<file path="config.mk">
export PLATFORM = sky130hd
export DESIGN_NAME = ysyx_22040895_alu_arb_flat
export DESIGN_NICKNAME = d
export VERILOG_FILES = /design/src/rtl/ysyx_22040895_alu_arb_if.sv /design/src/rtl/ysyx_22040895_alu_arb.sv /design/src/flat_wrapper.sv
export SDC_FILE = /design/constraint.sdc
export NUM_CORES = 1
export LEC_CHECK = 0
export BUFFER_PORTS_ARGS = -buffer_cell sky130_fd_sc_hd__buf_2
export CORE_AREA = 5 5 232 234
export CTS_BUF_LIST = sky130_fd_sc_hd__clkbuf_8 sky130_fd_sc_hd__clkbuf_16
export CTS_CLUSTER_DIAMETER = 200
export DETAILED_ROUTE_END_ITERATION = 10
export DIE_AREA = 0 0 237 239
export GPL_TIMING_DRIVEN = 0
export MAX_ROUTING_LAYER = met4
export PLACE_DENSITY = 0.49
export SETUP_SLACK_MARGIN = 0.1
export SLEW_MARGIN = 15
export SYNTH_ARGS = -nofsm -noshare
export SYNTH_HDL_FRONTEND = slang
export SYNTH_SLANG_ARGS = --single-unit
</file>
<file path="constraint.sdc">
create_clock -name clk -period 2 [get_ports clk]
set_input_delay 0.2 -clock clk [delete_from_list [all_inputs] [get_ports clk]]
set_output_delay 0.2 -clock clk [all_outputs]
set_load 0.02 [all_outputs]
</file>
<file path="src/rtl/ysyx_22040895_alu_arb_if.sv">
// Request/response/ALU bundle between two requesters, the ALU arbiter and the shared ALU.
// The slave modport is the arbiter's view; master is the requester/ALU side.
interface ysyx_22040895_alu_arb_if #(
   parameter int DATA_W = 64,
   parameter int OP_W   = 4
);
   logic              flush_i;

   logic              req0_valid_i;
   logic              req0_ready_o;
   logic [OP_W-1:0]   req0_aluop_i;
   logic [DATA_W-1:0] req0_op1_i;
   logic [DATA_W-1:0] req0_op2_i;
   logic              req1_valid_i;
   logic              req1_ready_o;
   logic [OP_W-1:0]   req1_aluop_i;
   logic [DATA_W-1:0] req1_op1_i;
   logic [DATA_W-1:0] req1_op2_i;

   logic              rsp0_valid_o;
   logic              rsp0_ready_i;
   logic [DATA_W-1:0] rsp0_result_o;
   logic              rsp0_lt_o;
   logic              rsp0_ltu_o;
   logic              rsp0_zero_o;
   logic              rsp1_valid_o;
   logic              rsp1_ready_i;
   logic [DATA_W-1:0] rsp1_result_o;
   logic              rsp1_lt_o;
   logic              rsp1_ltu_o;
   logic              rsp1_zero_o;

   logic [OP_W-1:0]   alu_aluop_o;
   logic [DATA_W-1:0] alu_op1_o;
   logic [DATA_W-1:0] alu_op2_o;
   logic [DATA_W-1:0] alu_result_i;
   logic              alu_lt_i;
   logic              alu_ltu_i;
   logic              alu_zero_i;

   modport slave (
      input  flush_i,
      input  req0_valid_i, req0_aluop_i, req0_op1_i, req0_op2_i,
      output req0_ready_o,
      input  req1_valid_i, req1_aluop_i, req1_op1_i, req1_op2_i,
      output req1_ready_o,
      output rsp0_valid_o, rsp0_result_o, rsp0_lt_o, rsp0_ltu_o, rsp0_zero_o,
      input  rsp0_ready_i,
      output rsp1_valid_o, rsp1_result_o, rsp1_lt_o, rsp1_ltu_o, rsp1_zero_o,
      input  rsp1_ready_i,
      output alu_aluop_o, alu_op1_o, alu_op2_o,
      input  alu_result_i, alu_lt_i, alu_ltu_i, alu_zero_i
   );

   modport master (
      output flush_i,
      output req0_valid_i, req0_aluop_i, req0_op1_i, req0_op2_i,
      input  req0_ready_o,
      output req1_valid_i, req1_aluop_i, req1_op1_i, req1_op2_i,
      input  req1_ready_o,
      input  rsp0_valid_o, rsp0_result_o, rsp0_lt_o, rsp0_ltu_o, rsp0_zero_o,
      output rsp0_ready_i,
      input  rsp1_valid_o, rsp1_result_o, rsp1_lt_o, rsp1_ltu_o, rsp1_zero_o,
      output rsp1_ready_i,
      input  alu_aluop_o, alu_op1_o, alu_op2_o,
      output alu_result_i, alu_lt_i, alu_ltu_i, alu_zero_i
   );
endinterface

</file>
<file path="src/rtl/ysyx_22040895_alu_arb.sv">
// Round-robin sharing of one combinational ALU between two requesters; result 2 cycles after accept.
// One op in flight; a stalled response blocks new accepts, and req ready never looks at rsp ready.
module ysyx_22040895_alu_arb #(
   parameter int DATA_W = 64,
   parameter int OP_W   = 4
) (
   input logic                    clk,
   input logic                    rst_n,
   ysyx_22040895_alu_arb_if.slave bus
);
   typedef enum logic [1:0] {IDLE, EXEC, RESP} state_t;

   state_t            state;
   logic              rr;
   logic              gnt;
   logic [OP_W-1:0]   aluop_q;
   logic [DATA_W-1:0] op1_q;
   logic [DATA_W-1:0] op2_q;
   logic [DATA_W-1:0] result_q;
   logic              lt_q;
   logic              ltu_q;
   logic              zero_q;

   logic winner;
   logic accept;
   logic rsp_hs;

   always_comb begin
      winner = rr;
      if (bus.req0_valid_i && !bus.req1_valid_i) begin
         winner = 1'b0;
      end else if (bus.req1_valid_i && !bus.req0_valid_i) begin
         winner = 1'b1;
      end
   end

   // rst_n gates ready so nothing looks accepted while reset is held
   assign bus.req0_ready_o = rst_n & (state == IDLE) & ~bus.flush_i & ~winner;
   assign bus.req1_ready_o = rst_n & (state == IDLE) & ~bus.flush_i &  winner;

   assign accept = (bus.req0_ready_o & bus.req0_valid_i) |
                   (bus.req1_ready_o & bus.req1_valid_i);
   assign rsp_hs = (state == RESP) & (gnt ? bus.rsp1_ready_i : bus.rsp0_ready_i);

   always_ff @(posedge clk or negedge rst_n) begin
      if (!rst_n) begin
         state    <= IDLE;
         rr       <= 1'b0;
         gnt      <= 1'b0;
         aluop_q  <= '0;
         op1_q    <= '0;
         op2_q    <= '0;
         result_q <= '0;
         lt_q     <= 1'b0;
         ltu_q    <= 1'b0;
         zero_q   <= 1'b0;
      end else if (bus.flush_i) begin
         state <= IDLE;
      end else begin
         case (state)
            IDLE: begin
               if (accept) begin
                  gnt     <= winner;
                  aluop_q <= winner ? bus.req1_aluop_i : bus.req0_aluop_i;
                  op1_q   <= winner ? bus.req1_op1_i   : bus.req0_op1_i;
                  op2_q   <= winner ? bus.req1_op2_i   : bus.req0_op2_i;
                  state   <= EXEC;
               end
            end
            EXEC: begin
               result_q <= bus.alu_result_i;
               lt_q     <= bus.alu_lt_i;
               ltu_q    <= bus.alu_ltu_i;
               zero_q   <= bus.alu_zero_i;
               state    <= RESP;
            end
            RESP: begin
               if (rsp_hs) begin
                  rr    <= ~gnt;
                  state <= IDLE;
               end
            end
            default: state <= IDLE;
         endcase
      end
   end

   assign bus.alu_aluop_o = aluop_q;
   assign bus.alu_op1_o   = op1_q;
   assign bus.alu_op2_o   = op2_q;

   assign bus.rsp0_valid_o  = (state == RESP) & ~gnt;
   assign bus.rsp1_valid_o  = (state == RESP) &  gnt;
   assign bus.rsp0_result_o = result_q;
   assign bus.rsp1_result_o = result_q;
   assign bus.rsp0_lt_o     = lt_q;
   assign bus.rsp1_lt_o     = lt_q;
   assign bus.rsp0_ltu_o    = ltu_q;
   assign bus.rsp1_ltu_o    = ltu_q;
   assign bus.rsp0_zero_o   = zero_q;
   assign bus.rsp1_zero_o   = zero_q;
endmodule

</file>
<file path="src/flat_wrapper.sv">
// flat-port wrapper written by rule: the top's interface ports become plain ports
module ysyx_22040895_alu_arb_flat 
#(
   parameter int DATA_W = 64,
   parameter int OP_W   = 4
)
  (clk, rst_n, bus_flush_i, bus_req0_valid_i, bus_req0_aluop_i, bus_req0_op1_i, bus_req0_op2_i, bus_req0_ready_o, bus_req1_valid_i, bus_req1_aluop_i, bus_req1_op1_i, bus_req1_op2_i, bus_req1_ready_o, bus_rsp0_valid_o, bus_rsp0_result_o, bus_rsp0_lt_o, bus_rsp0_ltu_o, bus_rsp0_zero_o, bus_rsp0_ready_i, bus_rsp1_valid_o, bus_rsp1_result_o, bus_rsp1_lt_o, bus_rsp1_ltu_o, bus_rsp1_zero_o, bus_rsp1_ready_i, bus_alu_aluop_o, bus_alu_op1_o, bus_alu_op2_o, bus_alu_result_i, bus_alu_lt_i, bus_alu_ltu_i, bus_alu_zero_i);
  ysyx_22040895_alu_arb_if #(.DATA_W(DATA_W), .OP_W(OP_W)) bus_i ();
  input logic clk;
  input logic rst_n;
  input wire logic [$bits(bus_i.flush_i)-1:0] bus_flush_i;
  input wire logic [$bits(bus_i.req0_valid_i)-1:0] bus_req0_valid_i;
  input wire logic [$bits(bus_i.req0_aluop_i)-1:0] bus_req0_aluop_i;
  input wire logic [$bits(bus_i.req0_op1_i)-1:0] bus_req0_op1_i;
  input wire logic [$bits(bus_i.req0_op2_i)-1:0] bus_req0_op2_i;
  output wire logic [$bits(bus_i.req0_ready_o)-1:0] bus_req0_ready_o;
  input wire logic [$bits(bus_i.req1_valid_i)-1:0] bus_req1_valid_i;
  input wire logic [$bits(bus_i.req1_aluop_i)-1:0] bus_req1_aluop_i;
  input wire logic [$bits(bus_i.req1_op1_i)-1:0] bus_req1_op1_i;
  input wire logic [$bits(bus_i.req1_op2_i)-1:0] bus_req1_op2_i;
  output wire logic [$bits(bus_i.req1_ready_o)-1:0] bus_req1_ready_o;
  output wire logic [$bits(bus_i.rsp0_valid_o)-1:0] bus_rsp0_valid_o;
  output wire logic [$bits(bus_i.rsp0_result_o)-1:0] bus_rsp0_result_o;
  output wire logic [$bits(bus_i.rsp0_lt_o)-1:0] bus_rsp0_lt_o;
  output wire logic [$bits(bus_i.rsp0_ltu_o)-1:0] bus_rsp0_ltu_o;
  output wire logic [$bits(bus_i.rsp0_zero_o)-1:0] bus_rsp0_zero_o;
  input wire logic [$bits(bus_i.rsp0_ready_i)-1:0] bus_rsp0_ready_i;
  output wire logic [$bits(bus_i.rsp1_valid_o)-1:0] bus_rsp1_valid_o;
  output wire logic [$bits(bus_i.rsp1_result_o)-1:0] bus_rsp1_result_o;
  output wire logic [$bits(bus_i.rsp1_lt_o)-1:0] bus_rsp1_lt_o;
  output wire logic [$bits(bus_i.rsp1_ltu_o)-1:0] bus_rsp1_ltu_o;
  output wire logic [$bits(bus_i.rsp1_zero_o)-1:0] bus_rsp1_zero_o;
  input wire logic [$bits(bus_i.rsp1_ready_i)-1:0] bus_rsp1_ready_i;
  output wire logic [$bits(bus_i.alu_aluop_o)-1:0] bus_alu_aluop_o;
  output wire logic [$bits(bus_i.alu_op1_o)-1:0] bus_alu_op1_o;
  output wire logic [$bits(bus_i.alu_op2_o)-1:0] bus_alu_op2_o;
  input wire logic [$bits(bus_i.alu_result_i)-1:0] bus_alu_result_i;
  input wire logic [$bits(bus_i.alu_lt_i)-1:0] bus_alu_lt_i;
  input wire logic [$bits(bus_i.alu_ltu_i)-1:0] bus_alu_ltu_i;
  input wire logic [$bits(bus_i.alu_zero_i)-1:0] bus_alu_zero_i;
  assign bus_i.flush_i = bus_flush_i;
  assign bus_i.req0_valid_i = bus_req0_valid_i;
  assign bus_i.req0_aluop_i = bus_req0_aluop_i;
  assign bus_i.req0_op1_i = bus_req0_op1_i;
  assign bus_i.req0_op2_i = bus_req0_op2_i;
  assign bus_req0_ready_o = bus_i.req0_ready_o;
  assign bus_i.req1_valid_i = bus_req1_valid_i;
  assign bus_i.req1_aluop_i = bus_req1_aluop_i;
  assign bus_i.req1_op1_i = bus_req1_op1_i;
  assign bus_i.req1_op2_i = bus_req1_op2_i;
  assign bus_req1_ready_o = bus_i.req1_ready_o;
  assign bus_rsp0_valid_o = bus_i.rsp0_valid_o;
  assign bus_rsp0_result_o = bus_i.rsp0_result_o;
  assign bus_rsp0_lt_o = bus_i.rsp0_lt_o;
  assign bus_rsp0_ltu_o = bus_i.rsp0_ltu_o;
  assign bus_rsp0_zero_o = bus_i.rsp0_zero_o;
  assign bus_i.rsp0_ready_i = bus_rsp0_ready_i;
  assign bus_rsp1_valid_o = bus_i.rsp1_valid_o;
  assign bus_rsp1_result_o = bus_i.rsp1_result_o;
  assign bus_rsp1_lt_o = bus_i.rsp1_lt_o;
  assign bus_rsp1_ltu_o = bus_i.rsp1_ltu_o;
  assign bus_rsp1_zero_o = bus_i.rsp1_zero_o;
  assign bus_i.rsp1_ready_i = bus_rsp1_ready_i;
  assign bus_alu_aluop_o = bus_i.alu_aluop_o;
  assign bus_alu_op1_o = bus_i.alu_op1_o;
  assign bus_alu_op2_o = bus_i.alu_op2_o;
  assign bus_i.alu_result_i = bus_alu_result_i;
  assign bus_i.alu_lt_i = bus_alu_lt_i;
  assign bus_i.alu_ltu_i = bus_alu_ltu_i;
  assign bus_i.alu_zero_i = bus_alu_zero_i;
  ysyx_22040895_alu_arb #(.DATA_W(DATA_W), .OP_W(OP_W)) u_core (.clk(clk), .rst_n(rst_n), .bus(bus_i));
endmodule
</file>
==> flow_summary.yaml, run 1 <==
synthesis:
  synth.most_common_cell: "dfrtp_1"
  synth_nets: 1352
  synth_top_family_by_area: "compound AO/OA/AOI/OAI gates"
  avgSynthCellArea_um2: 10.7
  synth_fa_ha_area_frac: 0
  synth_cell_type_count: 29
  synth.top_cell.area_share: 0.467
  ys.flop_type: "dfrtp_1"
  yosysTopAreaCell: "dfrtp_1"
  synth_seq_area_share: 0.467
  yosys-top-cells-area: "dfrtp_1 (47%), a32oi_1 (11%), o21a_1 (9.1%)"
  synth_compound_area_frac: 0.348
  synthesis.area_um2: 10900
  synthCells: 1014
  synth_edf_count: 0
  synthTopCellsByCount: "dfrtp_1 (203), a21oi_1 (196), a32oi_1 (132), o21a_1 (132)"
  synth_xor_area_frac: 0
  synthMuxAreaShare: 0.0704
  synth_warnings: 0
  synth-simple-area-share: 0.00725
  synthArstFlopShare: 1.00
  ys_seq_elements: 203
power_and_ir_drop:
  total_power_mw: 17.7
  irDropWorstVdd_uv: 518
  p_int_mw: 10.8
  power.leakage_nw: 8.06
  clkPwrFrac: 0.259
  power.switching_mw: 6.88
  combinationalPowerShare: 0.408
  p_seq_frac: 0.333
  swShare: 0.389
  power.density_nw_per_um2: 976
timing:
  fin_crit_ns: 2.16
  hold_violations: 0
  period_share: 1.08
  worstMarginPinSlew_ns: 0.665
  drv_slew: 0
  grt_setup_unrepaired: "yes"
  relSlewSlack: 0.557
  finalSetupViolCount: 2
  fin_ws_ns: -0.156
  max_freq_ghz: 0.464
  skew_ns: 0.0214
clock_network:
  clock-sinks: 203
  worst_skew_pair.late_latency_ns: 0.55
  clockRootBuffer: "clkbuf_16"
  clock_path_buffers: 3
  path_clk_slew_ns: 0.06
  cts_buffers: 26
  cts_tree: "done"
  cts_max_level: 1
worst_setup_path:
  cpMostUsedCell: "buf_6"
  slowest_delay_ns: 0.41
  crit_arrival_ns: 1.96
  path_cells: "nor4b_4 > buf_6 > buf_12 > buf_8 > a21boi_2 > buf_6"
  reg2regPathDepth: 6
  crit_path_end_kind: "output pin"
  crit_type: "flip-flop to output pin"
  crit_required_ns: 1.80
  r2r_end: "u_core.bus.alu_op2_o[51]$_DFFE_PN0P_"
  cp-startpoint: "u_core.state[1]$_DFFE_PN0P_"
  crit_end: "bus_req1_ready_o"
  start_kind: "flip-flop"
  worst_path_max_delay_cell: "dfrtp_1"
  r2r-start: "u_core.rr$_DFFE_PN0P_"
  ff2ff_setup_slack_ns: 0.18
  crit_path_max_fanout: 3
grt:
  grt_max_degree: 86
  grt_pass1_wl_um: 79900
  grt_usage: 0.186
  grt_overflow: 0
  antenna_found_initial: 5
  grt_pass1_vias: 12400
cells_and_area:
  area_delta_synth_final_pct: 66.7
  layout.nets: 2185
  drive_gt1_frac: 0.522
drt:
  routed_wl_um: 54900
  drc: 0
  vias: 11700
  drtPass1Iterations: 5
  drtAntennaViolNets: 0
  viasPerCell: 4.59
  wl_per_cell_um: 21.5
  drt_iter0_drc: 455
placement:
  port_buffers: 607
  dp_hpwl_um: 41600
  place.gp.congestion: 0.942
  dp_worst_setup_slack_ns: -0.514
floorplanning:
  core_area_um2: 51800
  fp.dieH_um: 239
  initial_core_util: 0.210
  dieWidth_um: 237
  pin_count: 608
  dieArea_um2: 56600
  row_count: 84
status:
  failed_checks: "negative setup slack"
  status: "finished with violations"
min_path:
  hold_path_depth: 3
  hold_class: "primary input to flip-flop"
run:
  max_cap_viol_count: 0
[per-layer routing]
metal	share of wire	wire length, um	vias to the layer above	global-route usage
met5	0	0	-	-
met1	0.40	22200	5722	0.220
li1	-	-	5470	-
met2	0.51	27900	470	0.325
met4	0.022	1180	0	0.0413
met3	0.066	3630	60	0.0398
[metrics by stage]
| step | setup TNS [ns] | util | hold WS, ns | std cells | area [um2] |
|---|---|---|---|---|---|
| after floorplan | 0 | - | -0.0956 | 1014 | 10900 |
| after global placement | -1162.76 | 0.285 | 0.420 | 2309 | 14800 |
| after detailed placement | -30.53 | 0.286 | 0.148 | 2311 | 14800 |
| after CTS | -0.467 | 0.344 | 0.00107 | 2553 | 17800 |
| after global routing | -0.564 | 0.350 | 0.00856 | 2556 | 18100 |
| final | -0.310 | 0.350 | 0.0258 | 2556 | 18100 |
[layout make-up]
| cell class | count | area, um2 |
|---|---|---|
| repair buffers | 806 | 5090 |
| plain buffers | 192 | 1320 |
| diodes | 3 | 7.51 |
| clock buffers | 31 | 731 |
| flip-flops and latches | 203 | 5080 |
| well taps | 688 | 861 |
| inverters | 1 | 3.75 |
| fillers | 5344 | 33700 |
| multi-input cells | 617 | 4930 |
| clock inverters | 15 | 92.6 |
[worst max-delay path: cells and delay by family (launching register included)]
| kind | cells | cell delay (ns) |
|---|---|---|
| compound gates | 1 | 0.16 |
| buf+inv | 4 | 0.51 |
| flops | 1 | 0.41 |
| simple gates | 1 | 0.32 |
[cells in the final DEF (no fill, tap or decap), types with 2 or more instances in the layout]
master	n
buf_12	4
mux2_1	11
clkbuf_1	44
mux2_2	57
buf_16	3
o21a_1	132
dfrtp_1	203
dlygate4sd3_1	185
diode_2	3
a32oi_1	97
a21oi_2	70
nand2b_1	2
buf_2	628
clkbuf_16	27
buf_4	82
clkbuf_8	4
nor2_1	2
clkbuf_2	15
a32oi_2	35
buf_6	22
clkbuf_4	8
clkinv_2	4
buf_8	6
a21oi_1	196
inv_1	10
[repair_timing]
item	in CTS	in global routing
hold buffers	185	1
setup buffers	11	0
pin swaps	2	6
endpoints found under the setup margin	202	141
gates resized for setup	55	64
endpoints found under the hold margin	235	1
[cells by family (layout without fill, tap and decap cells)]
logic type | after synthesis | after routing
compound gates | 536 | 536
buf+inv | 194 | 1045
flops | 203 | 203
mux | 68 | 68
other cells | 0 | 3
simple gates | 13 | 13
[flip-flops by register name (all words and copies together) (netlist names)]
name,flops
u_core.bus.rsp0_result_o,64
u_core.bus.rsp0_ltu_o,1
u_core.bus.rsp0_lt_o,1
u_core.gnt,1
u_core.rr,1
u_core.bus.alu_op1_o,64
u_core.bus.rsp0_zero_o,1
u_core.bus.alu_op2_o,64
u_core.state,2
u_core.bus.alu_aluop_o,4
[power by group through the flow]
stage,Combinational [mW],Sequential (mW),Clock [mW]
3_5_place_dp,6.83,5.94,0
5_1_grt,7.70,6.03,4.89
6_report,7.22,5.89,4.57
4_1_cts,7.22,5.89,4.71
3_3_place_gp,6.80,5.91,0
2_1_floorplan,2.80,7.11,0
[worst min-delay path by stage]
stage | start | to | slack [ns]
3_3_place_gp | bus_flush_i | u_core.state[1]$_DFFE_PN0P_ | 0.42
4_1_cts | bus_req0_op2_i[26] | u_core.bus.alu_op2_o[26]$_DFFE_PN0P_ | 0.001
3_5_place_dp | rst_n | u_core.bus.alu_op2_o[20]$_DFFE_PN0P_ | 0.15
5_1_grt | bus_req0_op2_i[32] | u_core.bus.alu_op2_o[32]$_DFFE_PN0P_ | 0.009
2_1_floorplan | rst_n | u_core.bus.alu_aluop_o[0]$_DFFE_PN0P_ | -0.1
6_report | bus_req0_op2_i[42] | u_core.bus.alu_op2_o[42]$_DFFE_PN0P_ | 0.03
(Power assumes the default switching activity.)
==> run 2, diff against run 1 <==
- PLACE_DENSITY: 0.49 -> unset
- PLACE_DENSITY_LB_ADDON: unset -> 0.08
==> flow_summary.yaml, run 2 (same netlist as run 1, synthesis figures left out) <==
timing:
  skew_ns: 0.0202
  grt_setup_unrepaired: "yes"
  max_freq_ghz: 0.455
  fin_crit_ns: 2.20
  hold_violations: 0
  period_share: 1.10
  relSlewSlack: 0.540
  holdWs_ns: 0.0261
  worstMarginPinSlew_ns: 0.690
  drv_slew: 0
  finalSetupViolCount: 2
  fin_ws_ns: -0.198
worst_setup_path:
  crit_required_ns: 1.80
  crit_path_end_kind: "output pin"
  crit_type: "flip-flop to output pin"
  start_kind: "flip-flop"
  crit_path_max_fanout: 3
  crit_arrival_ns: 2.00
floorplanning:
  pin_count: 608
  row_count: 84
  dieWidth_um: 237
  dieArea_um2: 56600
  fp.dieH_um: 239
  core_area_um2: 51800
  initial_core_util: 0.210
clock_network:
  cts_tree: "done"
  cts_max_level: 1
  clock-sinks: 203
  worst_skew_pair.late_latency_ns: 0.56
  clock_path_buffers: 3
  path_clk_slew_ns: 0.06
  clockRootBuffer: "clkbuf_16"
  cts_buffers: 28
grt:
  grt_overflow: 0
  grt_pass1_wl_um: 81900
  grt_usage: 0.192
  grt_pass1_vias: 12500
  antenna_found_initial: 10
  grt_max_degree: 91
placement:
  dpl.cell_count: 2311
  dp_hpwl_um: 43000
  port_buffers: 607
  place_area_um2: 14800
  place.gp.congestion: 0.872
drt:
  drt_iter0_drc: 433
  vias: 11600
  viasPerCell: 4.50
  drtPass1Iterations: 5
  wl_per_cell_um: 21.7
  drtAntennaViolNets: 0
  drc: 0
  routed_wl_um: 55900
status:
  failed_checks: "negative setup slack"
  status: "finished with violations"
power_and_ir_drop:
  power.leakage_nw: 8.15
  irDropWorstVdd_uv: 533
  power.density_nw_per_um2: 991
cells_and_area:
  layout_common_cells: "buf_2 (636), dfrtp_1 (203), a21oi_1 (196), dlygate4sd3_1 (195), o21a_1 (132)"
  regArea_um2: 5080
  layout_commonest_cell: "buf_2"
  area_delta_synth_final_pct: 67.7
  layout.nets: 2201
  multi_input_area_um2: 4750
  n_fill_cell: 5450
  final_area_um2: 18200
  fin_cells: 2582
  drive_gt1_frac: 0.508
min_path:
  hold_class: "primary input to flip-flop"
run:
  max_cap_viol_count: 0
-- run 2: final cells by class --
cell class | instances | share of cell area
clock buffer | 36 | 0.0445
inverter | 1 | 0.000206
timing repair buffer | 819 | 0.289
buffer | 193 | 0.0732
tap | 688 | 0.0472
clock inverter | 15 | 0.00576
antenna | 10 | 0.00137
sequential | 203 | 0.279
multi-input combinational | 617 | 0.261
-- run 2: report_power, final --
part           internal, mW  switching, mW
clock                  2.96           1.99
combinational          2.96           4.29
sequential             5.16          0.718
total                  11.1           6.99
-- run 2: metal layers --
layer / share of wire / GRT usage / wire, um
met1: 0.41 / 0.223 / 22700
met2: 0.51 / 0.338 / 28300
met3: 0.070 / 0.0509 / 3900
met4: 0.019 / 0.0348 / 1040
met5: 0 / - / 0
-- run 2: path summary, 6_finish.rpt --
check	startpoint	to	slack, ns	cells past startpoint
min in group asynchronous	rst_n	u_core.bus.rsp0_result_o[2]$_DFFE_PN0P_	0.56	5
worst max-delay path	u_core.state[1]$_DFFE_PN0P_	bus_req1_ready_o	-0.20	6
worst min-delay path	bus_req0_op1_i[7]	u_core.bus.alu_op1_o[7]$_DFFE_PN0P_	0.03	3
worst max register to register	u_core.state[1]$_DFFE_PN0P_	u_core.bus.rsp0_result_o[11]$_DFFE_PN0P_	0.17	6
worst min register to register	u_core.bus.alu_op1_o[61]$_DFFE_PN0P_	u_core.bus.alu_op1_o[61]$_DFFE_PN0P_	0.50	2
max in group asynchronous	rst_n	u_core.bus.alu_op1_o[45]$_DFFE_PN0P_	0.77	6
-- run 2: stage by stage --
stage	setup TNS (ns)	setup WS [ns]	util	power (mW)
2_1_floorplan	0	0.330	-	9.91
3_3_place_gp	-1195.29	-4.29	0.285	12.8
3_5_place_dp	-61.87	-0.844	0.286	12.8
4_1_cts	-0.561	-0.308	0.346	18.3
5_1_grt	-0.552	-0.304	0.352	19.1
6_report	-0.340	-0.198	0.352	18.1
-- run 2: critical path, stage by stage (launching register included) --
cell	delay, ns
dfrtp_1	0.41
nor4b_4	0.32
buf_6	0.17
buf_12	0.11
buf_8	0.09
a21boi_4	0.19
buf_6	0.14
-- run 2: what timing repair did --
action	in CTS	in global routing
setup endpoints to repair	202	145
pin swaps	1	1
endpoints found under the hold margin	311	119
setup buffers	9	1
hold buffers	194	5
gates cloned	0	1
gates resized for setup	53	37
